`config.mk`:
```
export PLATFORM = sky130hd
export DESIGN_NAME = mux8_rr_arbiter
export DESIGN_NICKNAME = d
export VERILOG_FILES = /design/src/rtl/mux8_arb_pkg.sv /design/src/rtl/mux_8_to_1_w.sv /design/src/rtl/mux8_rr_arbiter.sv
export SDC_FILE = /design/constraint.sdc
export NUM_CORES = 1
export LEC_CHECK = 0
export CORE_UTILIZATION = 45
export DETAILED_ROUTE_END_ITERATION = 12
export PLACE_DENSITY = 0.88
export SLEW_MARGIN = 20
export SYNTH_ARGS = -nofsm -noshare
export SYNTH_HDL_FRONTEND = slang
export SYNTH_SLANG_ARGS = --single-unit
```
`constraint.sdc`:
```
create_clock -name clk -period 7.2 [get_ports clk]
set_input_delay 0.72 -clock clk [delete_from_list [all_inputs] [get_ports clk]]
set_output_delay 0.72 -clock clk [all_outputs]
set_load 0.02 [all_outputs]
```
`src/rtl/mux8_arb_pkg.sv`:
```
// Shared constants, FSM state type and rotating-priority pick for mux8_rr_arbiter.
package mux8_arb_pkg;

    localparam int N_REQ = 8;
    localparam int SEL_W = 3;

    typedef enum logic {
        IDLE  = 1'b0,
        GRANT = 1'b1
    } arb_state_e;

    // First set request at or after ptr, scanning upward with wrap 7->0.
    // Returns ptr when nothing is requested; callers gate on |req.
    function automatic logic [SEL_W-1:0] rr_pick(input logic [N_REQ-1:0] req,
                                                 input logic [SEL_W-1:0] ptr);
        logic [SEL_W-1:0] idx;
        logic             found;
        rr_pick = ptr;
        found   = 1'b0;
        for (int k = 0; k < N_REQ; k++) begin
            idx = ptr + SEL_W'(k);
            if (!found && req[idx]) begin
                rr_pick = idx;
                found   = 1'b1;
            end
        end
    endfunction

endpackage

```
`src/rtl/mux_8_to_1_w.sv`:
```
// W-bit 8-to-1 datapath mux; slice i of din lives at din[i*W +: W].
module mux_8_to_1_w
    import mux8_arb_pkg::*;
#(
    parameter int W = 8
) (
    input  logic [N_REQ*W-1:0] din,
    input  logic [SEL_W-1:0]   sel,
    output logic [W-1:0]       dout
);

    // Pure combinational select.
    always_comb begin
        dout = din[sel*W +: W];
    end

endmodule

```
`src/rtl/mux8_rr_arbiter.sv`:
```
// Round-robin arbiter sharing one 8-to-1 mux among eight requesters.
// Optional feature: define MUX8_ARB_HOLD_LIMIT_EN to bound each grant to
// HOLD_MAX accepted beats; otherwise a grant lasts until req[sel] drops.
module mux8_rr_arbiter
    import mux8_arb_pkg::*;
#(
    parameter int W        = 8,
    parameter int HOLD_MAX = 4
) (
    input  logic               clk,
    input  logic               rst_n,
    input  logic [N_REQ-1:0]   req,
    input  logic [N_REQ*W-1:0] din,
    input  logic               out_ready,
    output logic [N_REQ-1:0]   gnt,
    output logic [SEL_W-1:0]   sel,
    output logic [W-1:0]       dout,
    output logic               out_valid,
    output logic               busy
);

    arb_state_e       state_q, state_d;
    logic [N_REQ-1:0] gnt_q, gnt_d;
    logic [SEL_W-1:0] sel_q, sel_d;
    logic [SEL_W-1:0] ptr_q, ptr_d;
    logic [SEL_W-1:0] win;
    logic             beat;

`ifdef MUX8_ARB_HOLD_LIMIT_EN
    localparam int CNT_W = (HOLD_MAX > 1) ? $clog2(HOLD_MAX) : 1;
    logic [CNT_W-1:0] cnt_q, cnt_d;
    logic             limit_hit;
    assign limit_hit = beat && (cnt_q == CNT_W'(HOLD_MAX - 1));
`else
    logic unused_hold;
    assign unused_hold = HOLD_MAX[0];
`endif

    assign busy      = (state_q == GRANT);
    assign out_valid = busy & req[sel_q];
    assign beat      = out_valid & out_ready;
    assign gnt       = gnt_q;
    assign sel       = sel_q;

    // Next-state: grant from IDLE by rotating priority, release on req drop
    // (or on the last allowed beat when the hold limit is compiled in).
    always_comb begin
        state_d = state_q;
        gnt_d   = gnt_q;
        sel_d   = sel_q;
        ptr_d   = ptr_q;
        win     = rr_pick(req, ptr_q);
        case (state_q)
            IDLE: begin
                if (|req) begin
                    state_d    = GRANT;
                    sel_d      = win;
                    gnt_d      = '0;
                    gnt_d[win] = 1'b1;
                    ptr_d      = win + SEL_W'(1);
                end
            end
            GRANT: begin
                if (!req[sel_q]) begin
                    state_d = IDLE;
                    gnt_d   = '0;
                end
`ifdef MUX8_ARB_HOLD_LIMIT_EN
                else if (limit_hit) begin
                    state_d = IDLE;
                    gnt_d   = '0;
                end
`endif
            end
            default: begin
                state_d = IDLE;
                gnt_d   = '0;
            end
        endcase
    end

`ifdef MUX8_ARB_HOLD_LIMIT_EN
    // Beat counter: advances on accepted beats while the grant continues,
    // cleared on every return to IDLE.
    always_comb begin
        cnt_d = cnt_q;
        if (state_d == IDLE)
            cnt_d = '0;
        else if (state_q == GRANT && beat)
            cnt_d = cnt_q + CNT_W'(1);
    end
`endif

    // State and registered outputs; reset clears everything at once.
    always_ff @(posedge clk or negedge rst_n) begin
        if (!rst_n) begin
            state_q <= IDLE;
            gnt_q   <= '0;
            sel_q   <= '0;
            ptr_q   <= '0;
`ifdef MUX8_ARB_HOLD_LIMIT_EN
            cnt_q   <= '0;
`endif
        end else begin
            state_q <= state_d;
            gnt_q   <= gnt_d;
            sel_q   <= sel_d;
            ptr_q   <= ptr_d;
`ifdef MUX8_ARB_HOLD_LIMIT_EN
            cnt_q   <= cnt_d;
`endif
        end
    end

    mux_8_to_1_w #(.W(W)) u_mux (
        .din  (din),
        .sel  (sel_q),
        .dout (dout)
    );

endmodule

```
# ---- Yosys cells after proc, flatten, opt, wreduce, memory -nomap -nowiden
# Index checks and enable logic that the tools add are counted.
# W data, S select, Z words.
dict set report totals {
  ff_bits 15
}
dict set report op_classes {
  add_sub_neg 8
  magnitude_cmp 11
  n_eq_ne 2
  shifts 1
  n_mux 40
  bitwise 2
  reduce_logical 18
}
# cell count
set ops {}
lappend ops {{$shiftx A64 B7 Y8} 1}
lappend ops {{$lt A3 B4 Y1 const B} 10}
lappend ops {{$bmux W1 S3} 9}
lappend ops {{$mux W3} 7}
lappend ops {{$mux W1} 19}
lappend ops {{$mux W8} 2}
lappend ops {{$pmux W8 S2} 1}
lappend ops {{$add A3 B3 Y3 const B} 4}
lappend ops {{$logic_and A1 B1 Y1} 8}
lappend ops {{$reduce_or A8 Y1} 1}
lappend ops {{$logic_not A1 Y1} 7}
lappend ops {{$add A3 B1 Y3 const B} 2}
lappend ops {{$add A3 B2 Y3 const B} 2}
lappend ops {{$ne A2 B2 Y1 const B} 2}
lappend ops {{$reduce_and A2 Y1} 2}
lappend ops {{$demux W1 S3} 1}
lappend ops {{$ge A3 B1 Y1 const B} 1}
lappend ops {{$pmux W1 S2} 1}
lappend ops {{$and A1 B1 Y1} 1}
lappend ops {{$not A1 Y1} 1}

# ---- Depth between registers and ports, before layout
dict set report logic_depth {
  ltp_word 30
  mapped_depth 13
  ltp_nobuf 10
}

# ---- By module
# Synthesis repeated with hierarchy kept, for this count alone.
dict set report hier_totals {
  hier_cells 204
  hier_area_um2 2314.7
}
# mod n_inst cells_each area_per_inst_um2
set modules_own_cells {}
lappend modules_own_cells {mux8_rr_arbiter 1 175 1764.2}
lappend modules_own_cells {mux_8_to_1_w 1 29 550.5}

# ---- Worst setup path after synthesis
# Ideal clock, no wire load.
dict set report synth_path {
  path_type {register to register}
  from {reg ptr_q[1]}
  to {reg ptr_q[2]}
  arrival_time_ns 3.050
  path_slack_ns 4.026
  path_stages_with_launch 13
  path_buffers 2
  period_less_slack_ns 3.174
  cell_sequence {dfrtp_1 > buf_4 > inv_1 > ha_1 > buf_4 > mux4_2 > mux2i_4 > nand2b_1 > a21oi_1 > a2111o_1 > and3_4 > and3_4 > a211o_1}
}
dict set report synth_between {
  elab_chain_len 25
  elab_cells_between_ends 52
}
# item line_no
set synth_lines {}
lappend synth_lines {{start: declaration} mux8_rr_arbiter.sv:25} ;# logic [SEL_W-1:0] ptr_q, ptr_d;
lappend synth_lines {{start signal: assignment} mux8_rr_arbiter.sv:108} ;# ptr_q <= ptr_d;
lappend synth_lines {{branches (longest 23 deep; another with $add A3 B1 Y3)} n/a}
lappend synth_lines {{$mux W3 (*)} mux8_arb_pkg.sv:22} ;# if (!found && req[idx]) begin
lappend synth_lines {{$add A3 B1 Y3 (*)} mux8_rr_arbiter.sv:60} ;# ptr_d = win + SEL_W'(1);
# Every way passes the cells marked *. The select of a mux whose other input is x is not followed.
# A chain may end at the register's enable or synchronous reset.

# ---- Final worst setup path
dict set report layout_path {
  from {reg ptr_q[0]}
  to {reg gnt_q[4] (netlist: gnt[4])}
}
dict set report layout_between {
  elab_chain_len 30
  elab_cells_between_ends 58
}
# item line_no
set layout_lines {}
lappend layout_lines {{branches (longest 23 deep; another with $add A3 B1 Y3)} n/a}
lappend layout_lines {{$mux W3 (*)} mux8_arb_pkg.sv:22}
lappend layout_lines {{$lt A3 B4 Y1 (not written as such) / $ge A3 B1 Y1 (equally long branches)} mux8_rr_arbiter.sv:59} ;# gnt_d[win] = 1'b1;
lappend layout_lines {{$logic_and A1 B1 Y1 (not written as such)} mux8_rr_arbiter.sv:59}
lappend layout_lines {{$mux W1 (not written as such)} mux8_rr_arbiter.sv:59}
lappend layout_lines {{$demux W1 S3 (*)} mux8_rr_arbiter.sv:59}
lappend layout_lines {{$mux W8 (*)} mux8_rr_arbiter.sv:55} ;# if (|req) begin
lappend layout_lines {{$pmux W8 S2 (*)} mux8_rr_arbiter.sv:53} ;# case (state_q)
lappend layout_lines {{end signal: assignment} mux8_rr_arbiter.sv:106} ;# gnt_q <= gnt_d;
lappend layout_lines {{end: declaration} mux8_rr_arbiter.sv:23} ;# logic [N_REQ-1:0] gnt_q, gnt_d;
# Marks and branches as above.

==> load_flow_metrics.sql <==
INSERT INTO impl_metrics (metric_group, metric, value, unit) VALUES
('setup_path', 'timing.critical_path.arrival', '4.14', 'ns'),
('global_routing', 'global_route.usage.met1', '32.1', '%'),
('detailed_routing', 'wirelength', '6.07', 'mm'),
('flow_run', 'max_cap_violations', '0', ''),
('power_and_ir_drop', 'comb_power_share', '80.3', '%'),
('detailed_routing', 'wl_per_cell', '18.3', 'um'),
('logic_synthesis', 'synth_top_cells_by_area', 'mux4_2 29%, dfrtp_1 18%, mux2_2 5.4%, nand2_1 4.9%, mux2i_4 3.3%', ''),
('sta', 'maxClockFrequency', '252', 'MHz'),
('hold_path', 'min_from', 'gnt[0]$_DFFE_PN0P_', ''),
('global_routing', 'grt_use_met3', '3.03', '%'),
('sta', 'grt_setup_unrepaired', 'false', ''),
('detailed_routing', 'num_vias', '2087', ''),
('layout', 'insertedDiodeCount', '0', ''),
('place', 'routabilityCongestion', '0.843', ''),
('global_routing', 'global_route.overflow_total', '0', ''),
('floorplan', 'die_y', '69.9', 'um'),
('logic_synthesis', 'post-synth-top-area-cell', 'mux4_2', ''),
('sta', 'tns', '0', 'ns'),
('global_routing', 'grt_antenna_before_repair', '0', ''),
('logic_synthesis', 'yosysTopAreaCellShare', '29.3', '%'),
('sta', 'worst_slew_slack_as_a_fraction_of_its_limit', '45.8', '%'),
('detailed_routing', 'drc', '0', ''),
('layout', 'num-nets-final', '358', ''),
('power_and_ir_drop', 'power.leakage', '1.12', 'nW'),
('setup_path', 'crit_path_start_kind', 'flop', ''),
('hold_path', 'worst_hold_path_type', 'reg2reg', ''),
('floorplan', 'initial_standard_cell_utilization_of_the_core', '47.4', '%'),
('status', 'run_status', 'complete, no violations', ''),
('power_and_ir_drop', 'switch_share', '49.7', '%'),
('floorplan', 'design.portCount', '96', ''),
('power_and_ir_drop', 'power.density_cell_area', '497', 'nW/um2'),
('global_routing', 'grt_use_total', '25.9', '%'),
('logic_synthesis', 'ys_warn_count', '0', ''),
('clock_tree', 'cts.htree.levels', '1', ''),
('floorplan', 'fp.dieArea', '4890', 'um2'),
('logic_synthesis', 'mappedNetlistArea', '2080', 'um2'),
('detailed_routing', 'antenna_violating_nets_post_route', '0', ''),
('logic_synthesis', 'synth.ff_latch_count', '15', ''),
('power_and_ir_drop', 'internal_power', '0.762', 'mW'),
('logic_synthesis', 'synth_enable_flop_cells', '0', ''),
('detailed_routing', 'routed_via_density', '6.29', ''),
('clock_tree', 'cts-hold-fix-buffers', '0', ''),
('floorplan', 'die_width', '69.9', 'um'),
('layout', 'fin_cells', '332', ''),
('power_and_ir_drop', 'vdd_drop_max', '287', 'uV'),
('clock_tree', 'clock_tree.buffer_depth', '2', ''),
('logic_synthesis', 'syn_area_per_cell', '10.7', 'um2'),
('sta', 'post-route-period-util', '55.1', '%'),
('sta', 'tightest_slew', '0.813', 'ns'),
('logic_synthesis', 'syn_nets', '272', ''),
('global_routing', 'first_pass_grt_wire_length', '10.1', 'mm'),
('power_and_ir_drop', 'share_seq_of_total_power', '15.2', '%'),
('setup_path', 'timing.critical_path.from', 'ptr_q[0]$_DFFE_PN0P_', ''),
('floorplan', 'core_area', '4380', 'um2'),
('setup_path', 'cp_top_family', 'compound AO/OA/AOI/OAI gates', ''),
('clock_tree', 'cts.sink_count', '15', ''),
('clock_tree', 'cts-root-buf', 'clkbuf_8', ''),
('logic_synthesis', 'synthDistinctLibCells', '55', ''),
('clock_tree', 'cts.repair.resized', '0', ''),
('setup_path', 'critPathSlowestCell', 'dfrtp_1', ''),
('global_routing', 'grt_most_used_layer', 'met2', ''),
('setup_path', 'critical_path_peak_fanout', '17', ''),
('clock_tree', 'tritoncts', 'built', ''),
('floorplan', 'std_cell_rows', '24', ''),
('clock_tree', 'clkLatencyLatePin', '0.25', 'ns'),
('setup_path', 'critPathMaxStageDelay', '0.72', 'ns'),
('power_and_ir_drop', 'total_switching_power', '0.752', 'mW'),
('place', 'dpl.hpwl', '4.82', 'mm'),
('sta', 'timing_hold_violations_final', '0', ''),
('sta', 'finClkSkew', '0.00103', 'ns'),
('logic_synthesis', 'syn_inst', '195', '');
## area by class of cell
| class | count | area [um2] |
|---|---|---|
| Sequential cell | 15 | 377 |
| Multi-Input combinational cell | 160 | 1590 |
| Inverter | 7 | 26.3 |
| Tap cell | 52 | 65.1 |
| Fill cell | 317 | 1340 |
| Timing Repair Buffer | 94 | 941 |
| Clock buffer | 4 | 45.0 |
## through the flow
step	area, um2	setup WS (ns)	power, mW
3_3_place_gp	3000	3.38	1.39
5_1_grt	3050	2.93	1.63
3_5_place_dp	3000	3.30	1.42
4_1_cts	3050	3.28	1.51
2_1_floorplan	2080	4.03	1.13
6_report	3050	3.23	1.51
## synth_stat cells (3+ instances only)
cell type,number
clkbuf_1,3
inv_1,7
o21ai_1,8
nand2_1,27
a22o_1,4
nand3_1,6
buf_4,3
o21ai_0,6
dfrtp_1,15
mux2i_4,3
mux4_2,27
a21oi_1,4
nand2b_1,4
mux2_2,10
nor2_1,7
buf_1,3
a32o_1,3
mux2i_1,4
## flip-flops by register name, summed over array words and instances, names as in the netlist
register,count
gnt,8
ptr_q,3
busy,1
sel,3
## layout by cell type (no fill, tap or decap), types with 3 or more instances in the layout
master           instances
mux2_2                  10
o21ai_0                  6
nand3_1                  6
nor2_1                   7
a21oi_1                  4
nand2b_1                 4
nand2_1                 27
clkdlybuf4s50_1         94
o21ai_1                  8
mux4_2                  27
mux2i_1                  4
a22o_1                   4
clkbuf_8                 3
a32o_1                   3
mux2i_4                  3
inv_1                    7
dfrtp_1                 14
## worst paths after layout
check | end | cells past startpoint | slack [ns]
worst min register to register | gnt[0]$_DFFE_PN0P_ | 1 | 0.50
worst min-delay path | gnt[0]$_DFFE_PN0P_ | 1 | 0.50
max in group asynchronous | sel[0]$_DFFE_PN0P_ | 1 | 5.88
worst max register to register | gnt[4]$_DFFE_PN0P_ | 10 | 3.23
worst max-delay path | gnt[4]$_DFFE_PN0P_ | 10 | 3.23
min in group asynchronous | gnt[1]$_DFFE_PN0P_ | 1 | 0.87
## power groups by stage
| stage | clock, mW | combinational [mW] | sequential [mW] |
|---|---|---|---|
| 2_1_floorplan | 0 | 0.973 | 0.161 |
| 3_3_place_gp | 0 | 1.16 | 0.230 |
| 3_5_place_dp | 0 | 1.19 | 0.233 |
| 4_1_cts | 0.0678 | 1.21 | 0.232 |
| 5_1_grt | 0.0721 | 1.31 | 0.247 |
| 6_report | 0.0683 | 1.22 | 0.230 |
## routing by layer
layer	up-vias	part of all wire [%]
li1	946	-
met1	1016	37
met2	112	54
met3	13	6.7
met4	0	2.2
met5	-	0
## cell families (layout without fill, tap and decap cells)
| logic type | Yosys count | after routing | synth area share (%) |
|---|---|---|---|
| fa+ha+maj | 2 | 2 | 1.20 |
| xor+xnor | 4 | 4 | 2.41 |
| flops | 15 | 15 | 18.1 |
| mux | 45 | 45 | 41.1 |
| compound gates | 50 | 50 | 18.3 |
| simple gates | 59 | 59 | 13.7 |
| buf+inv | 20 | 105 | 5.18 |
(Power assumes the default switching activity.)
